--- src/rtl/rst_seq_gen.sv ---
// rst_seq_gen: staggered reset sequencer.
// Synchronises a raw asynchronous reset and releases NUM_CH active-low
// reset channels one after another (channel 0 first), with an optional
// software re-reset request acknowledged by a one-cycle pulse.
//
// Ports:
//   clk_i     system clock
//   rst_n_i   raw reset, asynchronous active-low
//   sw_req_i  software re-reset request (level, sampled on clk_i)
//   sw_ack_o  one-cycle pulse when a request is accepted
//   rst_n_o   sequenced active-low resets, bit k = channel k
//   busy_o    sequence in progress
//   done_o    all channels released, sequencer idle
//   ch_idx_o  index of the next channel to release
//
// Build option: define RST_SEQ_REV_ASSERT_EN to pull channels low one at a
// time in descending order on an accepted software request instead of all
// together.
module rst_seq_gen #(
   parameter int unsigned NUM_CH      = 4,
   parameter int unsigned DLY_WIDTH   = 8,
   parameter int unsigned INIT_DLY    = 40,
   parameter int unsigned STEP_DLY    = 8,
   parameter int unsigned SYNC_STAGES = 2,
   localparam int unsigned CH_W       = (NUM_CH > 1) ? $clog2(NUM_CH) : 1
) (
   input  logic              clk_i,
   input  logic              rst_n_i,
   input  logic              sw_req_i,
   output logic              sw_ack_o,
   output logic [NUM_CH-1:0] rst_n_o,
   output logic              busy_o,
   output logic              done_o,
   output logic [CH_W-1:0]   ch_idx_o
);

   // Static configuration checks
   if (NUM_CH == 0) begin : g_chk_num_ch
      $error("rst_seq_gen: NUM_CH must be >= 1");
   end
   if (SYNC_STAGES < 2) begin : g_chk_sync
      $error("rst_seq_gen: SYNC_STAGES must be >= 2");
   end
   if (DLY_WIDTH == 0 || DLY_WIDTH > 32) begin : g_chk_dly_w
      $error("rst_seq_gen: DLY_WIDTH must be in 1..32");
   end
   if (64'(INIT_DLY) >= (64'd1 << DLY_WIDTH)) begin : g_chk_init
      $error("rst_seq_gen: INIT_DLY does not fit in DLY_WIDTH bits");
   end
   if (64'(STEP_DLY) >= (64'd1 << DLY_WIDTH)) begin : g_chk_step
      $error("rst_seq_gen: STEP_DLY does not fit in DLY_WIDTH bits");
   end

   localparam logic [DLY_WIDTH-1:0] CNT_ONE  = DLY_WIDTH'(1);
   localparam logic [DLY_WIDTH-1:0] INIT_V   = DLY_WIDTH'(INIT_DLY);
   localparam logic [DLY_WIDTH-1:0] STEP_V   = DLY_WIDTH'(STEP_DLY);
   // The counter reloads count down to 0 and act on the following edge, so
   // the power-on and channel-to-channel waits load one less to hit the
   // exact release edges; software-path waits load the full value.
   localparam logic [DLY_WIDTH-1:0] INIT_M1  = DLY_WIDTH'(INIT_DLY - 1);
   localparam logic [DLY_WIDTH-1:0] STEP_M1  = DLY_WIDTH'(STEP_DLY - 1);
   localparam logic [CH_W-1:0]      LAST_CH  = CH_W'(NUM_CH - 1);

`ifdef RST_SEQ_REV_ASSERT_EN
   typedef enum logic [2:0] {SYNC, INIT_WAIT, STEP_WAIT, DONE, ASSERT_SEQ} state_e;
`else
   typedef enum logic [1:0] {SYNC, INIT_WAIT, STEP_WAIT, DONE} state_e;
`endif

   // Reset-deassertion synchroniser
   logic [SYNC_STAGES-1:0] sync_q, sync_d;
   logic                   sync_rst_n;

   always_comb sync_d = {sync_q[SYNC_STAGES-2:0], 1'b1};

   always_ff @(posedge clk_i or negedge rst_n_i) begin
      if (!rst_n_i) sync_q <= '0;
      else          sync_q <= sync_d;
   end

   assign sync_rst_n = sync_q[SYNC_STAGES-1];

   state_e                 state_q, state_d;
   logic [DLY_WIDTH-1:0]   cnt_q, cnt_d;
   logic [CH_W-1:0]        ch_idx_q, ch_idx_d;
   logic [NUM_CH-1:0]      rst_n_q, rst_n_d;
   logic                   ack_q, ack_d;
   logic                   busy_q, busy_d;
   logic                   done_q, done_d;
   logic                   rel_c;
`ifdef RST_SEQ_REV_ASSERT_EN
   logic [CH_W-1:0]        asrt_idx_q, asrt_idx_d;
`endif

   // Sequencer state register, held in reset by the synchroniser output
   always_ff @(posedge clk_i or negedge sync_rst_n) begin
      if (!sync_rst_n) begin
         state_q    <= SYNC;
         cnt_q      <= '0;
         ch_idx_q   <= '0;
         rst_n_q    <= '0;
         ack_q      <= 1'b0;
         busy_q     <= 1'b1;
         done_q     <= 1'b0;
`ifdef RST_SEQ_REV_ASSERT_EN
         asrt_idx_q <= '0;
`endif
      end else begin
         state_q    <= state_d;
         cnt_q      <= cnt_d;
         ch_idx_q   <= ch_idx_d;
         rst_n_q    <= rst_n_d;
         ack_q      <= ack_d;
         busy_q     <= busy_d;
         done_q     <= done_d;
`ifdef RST_SEQ_REV_ASSERT_EN
         asrt_idx_q <= asrt_idx_d;
`endif
      end
   end

   // Next-state, counter and channel logic
   always_comb begin
      state_d    = state_q;
      cnt_d      = cnt_q;
      ch_idx_d   = ch_idx_q;
      rst_n_d    = rst_n_q;
      ack_d      = 1'b0;
      rel_c      = 1'b0;
`ifdef RST_SEQ_REV_ASSERT_EN
      asrt_idx_d = asrt_idx_q;
`endif

      case (state_q)
         // Being out of reset here means the synchroniser output is high
         SYNC: begin
            if (INIT_DLY == 0) begin
               rel_c = 1'b1;
            end else begin
               cnt_d   = INIT_M1;
               state_d = INIT_WAIT;
            end
         end

         INIT_WAIT, STEP_WAIT: begin
            if (cnt_q == '0) rel_c = 1'b1;
            else             cnt_d = cnt_q - CNT_ONE;
         end

         DONE: begin
            if (sw_req_i) begin
               ack_d    = 1'b1;
               ch_idx_d = '0;
`ifdef RST_SEQ_REV_ASSERT_EN
               rst_n_d[NUM_CH-1] = 1'b0;
               if (NUM_CH == 1) begin
                  cnt_d   = INIT_V;
                  state_d = INIT_WAIT;
               end else begin
                  asrt_idx_d = CH_W'(NUM_CH - 2);
                  cnt_d      = STEP_V;
                  state_d    = ASSERT_SEQ;
               end
`else
               rst_n_d = '0;
               cnt_d   = INIT_V;
               state_d = INIT_WAIT;
`endif
            end
         end

`ifdef RST_SEQ_REV_ASSERT_EN
         // Pull channels low in descending order, one every STEP_DLY+1 cycles
         ASSERT_SEQ: begin
            if (cnt_q == '0) begin
               rst_n_d[asrt_idx_q] = 1'b0;
               if (asrt_idx_q == '0) begin
                  cnt_d   = INIT_V;
                  state_d = INIT_WAIT;
               end else begin
                  asrt_idx_d = asrt_idx_q - CH_W'(1);
                  cnt_d      = STEP_V;
               end
            end else begin
               cnt_d = cnt_q - CNT_ONE;
            end
         end
`endif

         default: state_d = SYNC;
      endcase

      // Channel release; a zero step releases every remaining channel at once
      if (rel_c) begin
         if (STEP_DLY == 0) begin
            rst_n_d  = '1;
            ch_idx_d = LAST_CH;
            state_d  = DONE;
         end else begin
            rst_n_d[ch_idx_q] = 1'b1;
            if (ch_idx_q == LAST_CH) begin
               state_d = DONE;
            end else begin
               ch_idx_d = ch_idx_q + CH_W'(1);
               cnt_d    = STEP_M1;
               state_d  = STEP_WAIT;
            end
         end
      end

      // Status lags the state by one edge; an accepted request drops done at once
      done_d = (state_q == DONE) && !ack_d;
      busy_d = !done_d;
   end

   assign sw_ack_o = ack_q;
   assign rst_n_o  = rst_n_q;
   assign busy_o   = busy_q;
   assign done_o   = done_q;
   assign ch_idx_o = ch_idx_q;

endmodule
--- config.mk ---
export PLATFORM = sky130hd
export DESIGN_NAME = rst_seq_gen
export DESIGN_NICKNAME = d
export VERILOG_FILES = /design/src/rtl/rst_seq_gen.sv
export SDC_FILE = /design/constraint.sdc
export NUM_CORES = 1
export LEC_CHECK = 0
export ABC_AREA = 0
export BUFFER_PORTS_ARGS = -buffer_cell sky130_fd_sc_hd__buf_4
export CAP_MARGIN = 0
export CORE_MARGIN = 2
export CORE_UTILIZATION = 55
export CTS_BUF_LIST = sky130_fd_sc_hd__clkbuf_4 sky130_fd_sc_hd__clkbuf_8 sky130_fd_sc_hd__clkbuf_16
export CTS_CLUSTER_SIZE = 25
export DETAILED_ROUTE_END_ITERATION = 8
export PLACE_DENSITY_LB_ADDON = 0.3
export SLEW_MARGIN = 0
export SYNTH_ARGS = -nofsm -noshare
export SYNTH_HDL_FRONTEND = slang
export SYNTH_SLANG_ARGS = --single-unit
export TNS_END_PERCENT = 30
--- constraint.sdc ---
create_clock -name clk_i -period 0.8 [get_ports clk_i]
set_input_delay 0.08 -clock clk_i [delete_from_list [all_inputs] [get_ports clk_i]]
set_output_delay 0.08 -clock clk_i [all_outputs]
set_load 0.02 [all_outputs]
Word-level counts from Yosys, hierarchy flattened. Index checks and enable logic that the tools add are counted.

Latch bits: 0. Output and inout bits: 9. Bits of input ports: 3. Bits in writable memories: 0. Word-level logic and storage cells: 49. Memories kept: 0. Flip-flop bits (word level): 21. Memory bits (read-only): 0.

Reduce and logical (&&, ||, !) cells: 9. Equal/unequal tests: 5. Mux-type cells: 22. Bitwise operators: 1. $mul: 0. Add/subtract/negate cells: 2. $lt $le $gt $ge: 2. Div/mod/pow operators: 0. Shifts and indexed selects: 0.

Operators with widths (number): $mux 8 (4); $pmux 8 s3 (1); $mux 2 (6); $mux 4 (3); $logic_not 8->1 (1); $sub 8x1->8 const B (1); $eq 2x2->1 const B (3); $mux 1 (6); $or 4x4->4 (1); $pmux 2 s2 (1); $lt 2x3->1 const B (1); $ne 3x3->1 const B (1); $reduce_bool 3->1 (1); $add 2x1->2 const B (1); $demux 1 s2 (1); $eq 2x1->1 const B (1); $ge 2x1->1 const B (1); $logic_and 1x1->1 (2); $logic_not 1->1 (2); $logic_not 2->1 (1); $reduce_and 2->1 (1); $reduce_or 2->1 (1).

Longest topological paths before layout. Gate-level depths: netlist of the first run.

Word-level depth: 6. Gate-level depth with buffers: 6. Mapped depth without buffers: 6.

Least setup slack after synthesis of the first run. No wires, ideal clock.

Kind: flip-flop to flip-flop. Start point: register cnt_q[0]. End point: register cnt_q[5]. Setup time: 0.124 ns. Required time: 0.676 ns. Arrival: 1.612 ns. Period minus slack after synthesis: 1.736 ns. Buffers on the path: 0. Stages on the path, launching flop included: 7. Slack: -0.936 ns. Path through: dfrtp_1 -> inv_1 -> ha_1 -> or3b_2 -> o21ai_1 -> nor3_1 -> o31a_1.

Word-level cells in the longest chain between the ends: 5. Elaborated cells on any way between the ends: 8. Classes of those cells: add/sub (1); mux (6); reduce/logical (1).

RTL lines: start: declaration (line 84) `logic [DLY_WIDTH-1:0] cnt_q, cnt_d;`; start signal: assignment (line 110) `cnt_q <= cnt_d;`; $sub 8x1->8 or $logic_not 8->1 (tied branches) (line 147, 146); $mux 8 (line 146) `if (cnt_q == '0) rel_c = 1'b1;`; $pmux 8 s3 (line 134) `case (state_q)`; $mux 8 (line 201) `if (ch_idx_q == LAST_CH) begin`; $mux 8 * (line 194) `if (rel_c) begin`; named net cnt_d[5] (line 84).

The timed path passes the listed nets; every way through them passes the cells marked *. A chain may end at the register's enable or synchronous reset.

Worst setup path in the final report of the first run.
Start point: register cnt_q[5]. End point: register cnt_q[7].

Same word-level chain as after synthesis.

==> results of run 1 <==
## final cells by class
| type | instances | area (um^2) |
|---|---|---|
| Multi-Input combinational cell | 65 | 554 |
| Sequential cell | 21 | 527 |
| Inverter | 10 | 37.5 |
| Clock buffer | 3 | 22.5 |
| Fill cell | 93 | 216 |
| Tap cell | 25 | 31.3 |
| Clock inverter | 1 | 5.00 |
| Timing Repair Buffer | 42 | 370 |
## sequential cells by signal, summed over array words and instances (netlist names)
signal / count
done_o: 1
sw_ack_o: 1
rst_n_o: 4
ch_idx_o: 2
state_q: 2
sync_q: 2
busy_o: 1
cnt_q: 8
## worst paths after layout
kind,endpoint,from,slack [ps]
worst max-delay path,cnt_q[7],cnt_q[5],-920
worst min-delay path,sync_q[1],rst_n_i,70
worst max register to register,cnt_q[7],cnt_q[5],-920
worst min register to register,cnt_q[5],sync_q[1],210
max in group asynchronous,busy_o,sync_q[1],370
min in group clk_i,done_o,sw_req_i,90
## metrics by stage
step           util (%)  cells  TNS, ps  total power [uW]
6_report           87.7    167   -15600              6440
5_1_grt            87.7    167   -16800              6770
4_1_cts            83.3    165   -14870              5720
3_5_place_dp       76.0    158   -14090              4880
3_3_place_gp       76.0    158   -13720              4780
2_1_floorplan         -     99   -12950              3560
## what timing repair did
item,4_1_cts,5_1_grt
buffers inserted,2,2
hold endpoints to repair,2,0
hold buffers,1,0
gates resized for setup,20,16
pin swaps,11,5
setup endpoints to repair,28,28
## layer usage
| metal | track usage, % | up-vias | routed length (um) | share of wire [%] |
|---|---|---|---|---|
| li1 | - | 440 | - | - |
| met1 | 32.9 | 472 | 1200 | 40 |
| met2 | 41.9 | 30 | 1610 | 54 |
| met3 | 3.77 | 8 | 120 | 4.0 |
| met4 | 5.41 | 0 | 46 | 1.5 |
| met5 | 0 | - | 0 | 0 |
## power by group through the flow
stage	clock [uW]	combinational, uW	sequential (uW)
after global routing	573	4470	1720
after global placement	0	3140	1640
after CTS	517	3550	1650
after floorplan	0	1760	1810
after detailed placement	0	3220	1660
final	537	4220	1680
## Yosys cell counts (2+ instances only)
cell,count
a22o_1,4
a31oi_1,3
dfrtp_1,20
ha_1,7
inv_1,10
nand2_1,4
nand3_1,7
nor2_1,2
nor2b_1,2
nor4_1,2
o211ai_1,2
o21ai_0,11
o31a_1,2
or3_1,3
or3_2,2
## kinds of logic after synthesis
group / after synthesis
other cells: 1
compound gates: 29
flops: 21
fa+ha+maj: 7
simple gates: 28
buf+inv: 13
==> results.toml, run 1 <==
[route]
drt_iter0_drc = 40
vias = 950
viasPerCell = 5.69
drtPass1Iterations = 4
route.detailed.drc = 0
wire_per_inst_um = 17.9
wirelength_um = 2990
antenna_left = 0

[power_and_ir_drop]
power.leakage_uw = 0.000726
switching_share_pct = 42.2
ir_drop_v = 0.00304
power_switching_uw = 2720
powerDensity_nw_per_um2 = 4160
seqPwrFrac_pct = 26.1
power.internal_uw = 3720
pwr-share-comb_pct = 65.6
power_frac_clock_pct = 8.3

[synth]
yosysSeqAreaShare_pct = 50.5
synthCells = 99
async_flop_share_pct = 100
synth-compound-area-share_pct = 18.3
synth_cell_types = 33
synth-xor-area-share_pct = 0
yosys_register_bits = 21
synth-warning-count = 0
synth_top_area_share_pct = 48.0
synthMuxAreaShare_pct = 0
synth-main-ff-cell = "dfrtp_1"
synth.area.top_cells = "dfrtp_1, ha_1, o21ai_0, inv_1, a22o_1"
synth_top_family_by_area = "compound AO/OA/AOI/OAI gates"
synth_edf_count = 0
synth_adder_area_share_pct = 8.39
synth_top_area_cell = "dfrtp_1"
syn_area_um2 = 1040
avgSynthCellArea_um2 = 10.5
syn_nets = 109
synth-simple-area-share_pct = 16.9

[timing]
finClkSkew_ps = 5.59
hold_ws_ps = 66.2
max_clock_freq_mhz = 580
drv_slew = 0
layout_min_cycle_time_ps = 1720
layout_setup_ws_ps = -924
setup-violations-final = 28
rsz0062_at_grt = "true"
finalCritPeriodShare_pct = 215
finalHoldViolations = 0

[global_route]
grt_pass1_wl_um = 3920
antenna_found_initial = 0
grt_use_total_pct = 24.4
grt_pass1_vias = 908
grt_overflow = 0
grt_max_degree = 13

[clock_network]
root_buffer = "clkbuf_4"
clkTransAtPathRegs_ps = 130
cts_tree = "built"
numCtsBuffers = 3
clockBufferDepth = 2
insertion_delay_ps = 310
h-tree-depth = 1
cts.sinks = 21

[worst_setup_path]
cp.depth = 4
arrival_ps = 1960
critPathRequiredTime_ps = 1040
crit_chain = "or4_4 > or3_1 > a21o_1 > a21oi_2"
path_max_fanout = 3
worst_path_max_delay_cell = "or4_4"
reg2regPathDepth = 4
end_kind = "flop"
cpPeakStageDelay_ps = 570
critical-path-top-delay-family = "simple AND/OR/NAND/NOR gates"
path_class = "flop to flop"
path_buf_inv = 0
start_kind = "flop"

[floorplan]
die_h_um = 47.6
die_w_um = 47.6
io_pins = 12
start_util_pct = 59.1
coreArea_um2 = 1760
dieArea_um2 = 2260
num_rows = 15

[placement]
dp_hpwl_um = 1640
portBuffers = 11
dp_slack_ps = -894
gp_congestion = 0.900
place_area_um2 = 1340

[cells_and_area]
finalNetCount = 153
mostFrequentLayoutCells = "buf_4, dfrtp_1, buf_6, inv_1"
final_common_cell = "buf_4"
final_cell_area_um2 = 1550
area_delta_synth_final_pct = 48.3
num_antenna_cells = 0
layout-drive-gt1-share_pct = 47.9

[flow_run]
drv_cap = 0

[run_status]
outcome = "finished, violations left"
violations = "setup timing"

[min_path]
hold_path.class = "input pin to async pin"
No activity file was read; power rests on OpenSTA's default activity.
==> inputs of run 2 (changes only) <==
--- a/config.mk
+++ b/config.mk
@@ -13,6 +13,7 @@
 export CTS_BUF_LIST = sky130_fd_sc_hd__clkbuf_4 sky130_fd_sc_hd__clkbuf_8 sky130_fd_sc_hd__clkbuf_16
 export CTS_CLUSTER_SIZE = 25
 export DETAILED_ROUTE_END_ITERATION = 8
+export GPL_TIMING_DRIVEN = 0
 export PLACE_DENSITY_LB_ADDON = 0.3
 export SLEW_MARGIN = 0
 export SYNTH_ARGS = -nofsm -noshare
==> constraint.sdc (replaced) <==
create_clock -name clk_i -period 0.8 [get_ports clk_i]
set_input_delay 0 -clock clk_i [delete_from_list [all_inputs] [get_ports clk_i]]
set_output_delay 0 -clock clk_i [all_outputs]
set_load 0.02 [all_outputs]
==> run 2 against run 1 <==
  * The run still ends with setup timing left
  * Via count down 8.9%
  * Critical path depth increased by 2
  * Sequential power rose by 8%
  * Fmax up 0.13%
  * Count of clock-buffer cells in the layout rose by 1
  * Flip-flop and latch count did not move
  * Power shrank 8.7%
  * Combinational power decreased by 16%
  * Non-clock buffer count down 16
  * Critical path type unchanged
  * Largest cell class unchanged
  * Highest routed layer unchanged
==> results.toml, run 2 (synthesized netlist as in run 1, its figures left out) <==
[run_status]
outcome = "finished, violations left"
violations = "setup timing"

[placement]
portBuffers = 11
gp_congestion = 0.865
dp_hpwl_um = 1390

[route]
drt_iter0_drc = 16
vias = 865
wirelength_um = 2310
wire_per_inst_um = 15.3
viasPerCell = 5.73
drtPass1Iterations = 4
antenna_left = 0
route.detailed.drc = 0

[clock_network]
clkTransAtPathRegs_ps = 110
insertion_delay_ps = 290
cts-hold-fix-buffers = 1
cts_tree = "built"
h-tree-depth = 1
cts.sinks = 21
clockBufferDepth = 2
root_buffer = "clkbuf_4"
numCtsBuffers = 3

[worst_setup_path]
arrival_ps = 1910
cpPeakStageDelay_ps = 430
setup.worst_path.start = "cnt_q[0]"
reg2regPathDepth = 6
path_max_fanout = 4
worst_path_max_delay_cell = "dfrtp_1"
crit_chain = "inv_1 > ha_2 > or3b_4 > o31a_2 > o21ai_1 > a21oi_1"
path_class = "flop to flop"
end_kind = "flop"
critPathRequiredTime_ps = 990
r2r_start = "cnt_q[0]"
start_kind = "flop"

[global_route]
antenna_found_initial = 0
use_met1_pct = 28.0
grt_use_total_pct = 21.3
grt_pass1_vias = 801
grt_pass1_wl_um = 3370
grt_overflow = 0
grt_max_degree = 20
top_usage_layer = "met2"
use_met2_pct = 34.6
grt_use_met3_pct = 4.15

[cells_and_area]
num_antenna_cells = 0
largest_register = "cnt_q"
final_common_cell = "dfrtp_1"
finalNetCount = 137
area_delta_synth_final_pct = 36.1
layout-drive-gt1-share_pct = 42.9
multi_input_area_um2 = 553
largest_reg_flops = 8
mostFrequentLayoutCells = "dfrtp_1, buf_4, buf_6, o21ai_0, inv_1"
num-fill-cells = 117
regArea_um2 = 532

[floorplan]
die_w_um = 47.6
dieArea_um2 = 2260
io_pins = 12
coreArea_um2 = 1760
start_util_pct = 59.1
num_rows = 15
die_h_um = 47.6

[power_and_ir_drop]
power.leakage_uw = 0.000644
pwr-share-comb_pct = 60.2
switching_share_pct = 41.5
power.internal_uw = 3440
power_switching_uw = 2440
powerDensity_nw_per_um2 = 4140
seqPwrFrac_pct = 30.8
power_frac_clock_pct = 9.0
ir_drop_v = 0.00274

[min_path]
min_from = "sw_req_i"
hold_path.class = "input pin to flop"
min_path_cells = 3

[timing]
drv_slew = 0
layout_min_cycle_time_ps = 1720
fin_setup_tns_ps = -15150
max_clock_freq_mhz = 581
rsz0062_at_grt = "true"
finalHoldViolations = 0
layout_setup_ws_ps = -922
finClkSkew_ps = 1.34
hold_ws_ps = 0.800
finalCritPeriodShare_pct = 215
setup-violations-final = 28

[flow_run]
drv_cap = 0
## run 2: changes by cell type in the layout (fill, tap and decap cells not counted), moves of 2 or more
cell / before / now
clkbuf_4: 3 / 5
dfrtp_2: 0 / 4
buf_4: 27 / 12
dfrtp_1: 20 / 16
o21ai_2: 3 / 0
o21ai_0: 6 / 9
buf_6: 14 / 11
## run 2: worst paths after layout
path | slack (ps) | endpoint
setup / recovery | -920 | cnt_q[6]
setup reg to reg | -920 | cnt_q[6]
hold reg to reg | 210 | cnt_q[6]
min in group asynchronous | 30 | sync_q[1]
max in group asynchronous | 260 | busy_o
hold / removal | 0.8 | sw_ack_o
## run 2: repair_timing
action | in CTS | in global routing
buffers inserted | 10 | 2
gates resized for setup | 27 | 9
setup endpoints to repair | 46 | 47
pin swaps | 18 | 2
endpoints found under the hold margin | 3 | 1
## run 2: layout make-up
type | count | share of cell area (%)
well taps | 25 | 2.20
plain buffers | 2 | 0.881
multi-input cells | 65 | 38.9
flip-flops and latches | 21 | 37.4
inverters | 10 | 2.64
clock buffers | 4 | 2.11
repair buffers | 24 | 15.8
## run 2: routing by layer
metal	vias to the layer above	wire [um]
li1	408	-
met1	434	1040
met2	19	1170
met3	4	76
met4	0	24
met5	-	0
## run 2: critical path: cells and delay by family, from the launching register on
| kind | cells | cell delay [ps] |
|---|---|---|
| flops | 1 | 430 |
| fa+ha+maj | 1 | 190 |
| compound gates | 3 | 510 |
| buf+inv | 1 | 80 |
| simple gates | 1 | 420 |
## run 2: power by group through the flow
stage | logic [uW] | clock network (uW) | registers [uW]
global placement | 2360 | 0 | 1720
floorplan | 1760 | 0 | 1810
global route | 3790 | 596 | 1850
CTS | 3200 | 544 | 1760
detailed placement | 2450 | 0 | 1750
finish | 3540 | 528 | 1810
## run 2: through the flow
step	worst slack, ps	instance area [um^2]	std cells	util (%)	power (uW)
after floorplan	-876	1050	99	-	3560
final	-922	1420	151	80.5	5880
after detailed placement	-1040	1170	135	66.1	4200
after CTS	-910	1370	149	77.9	5500
after global placement	-978	1170	135	66.1	4080
after global routing	-950	1420	151	80.5	6240
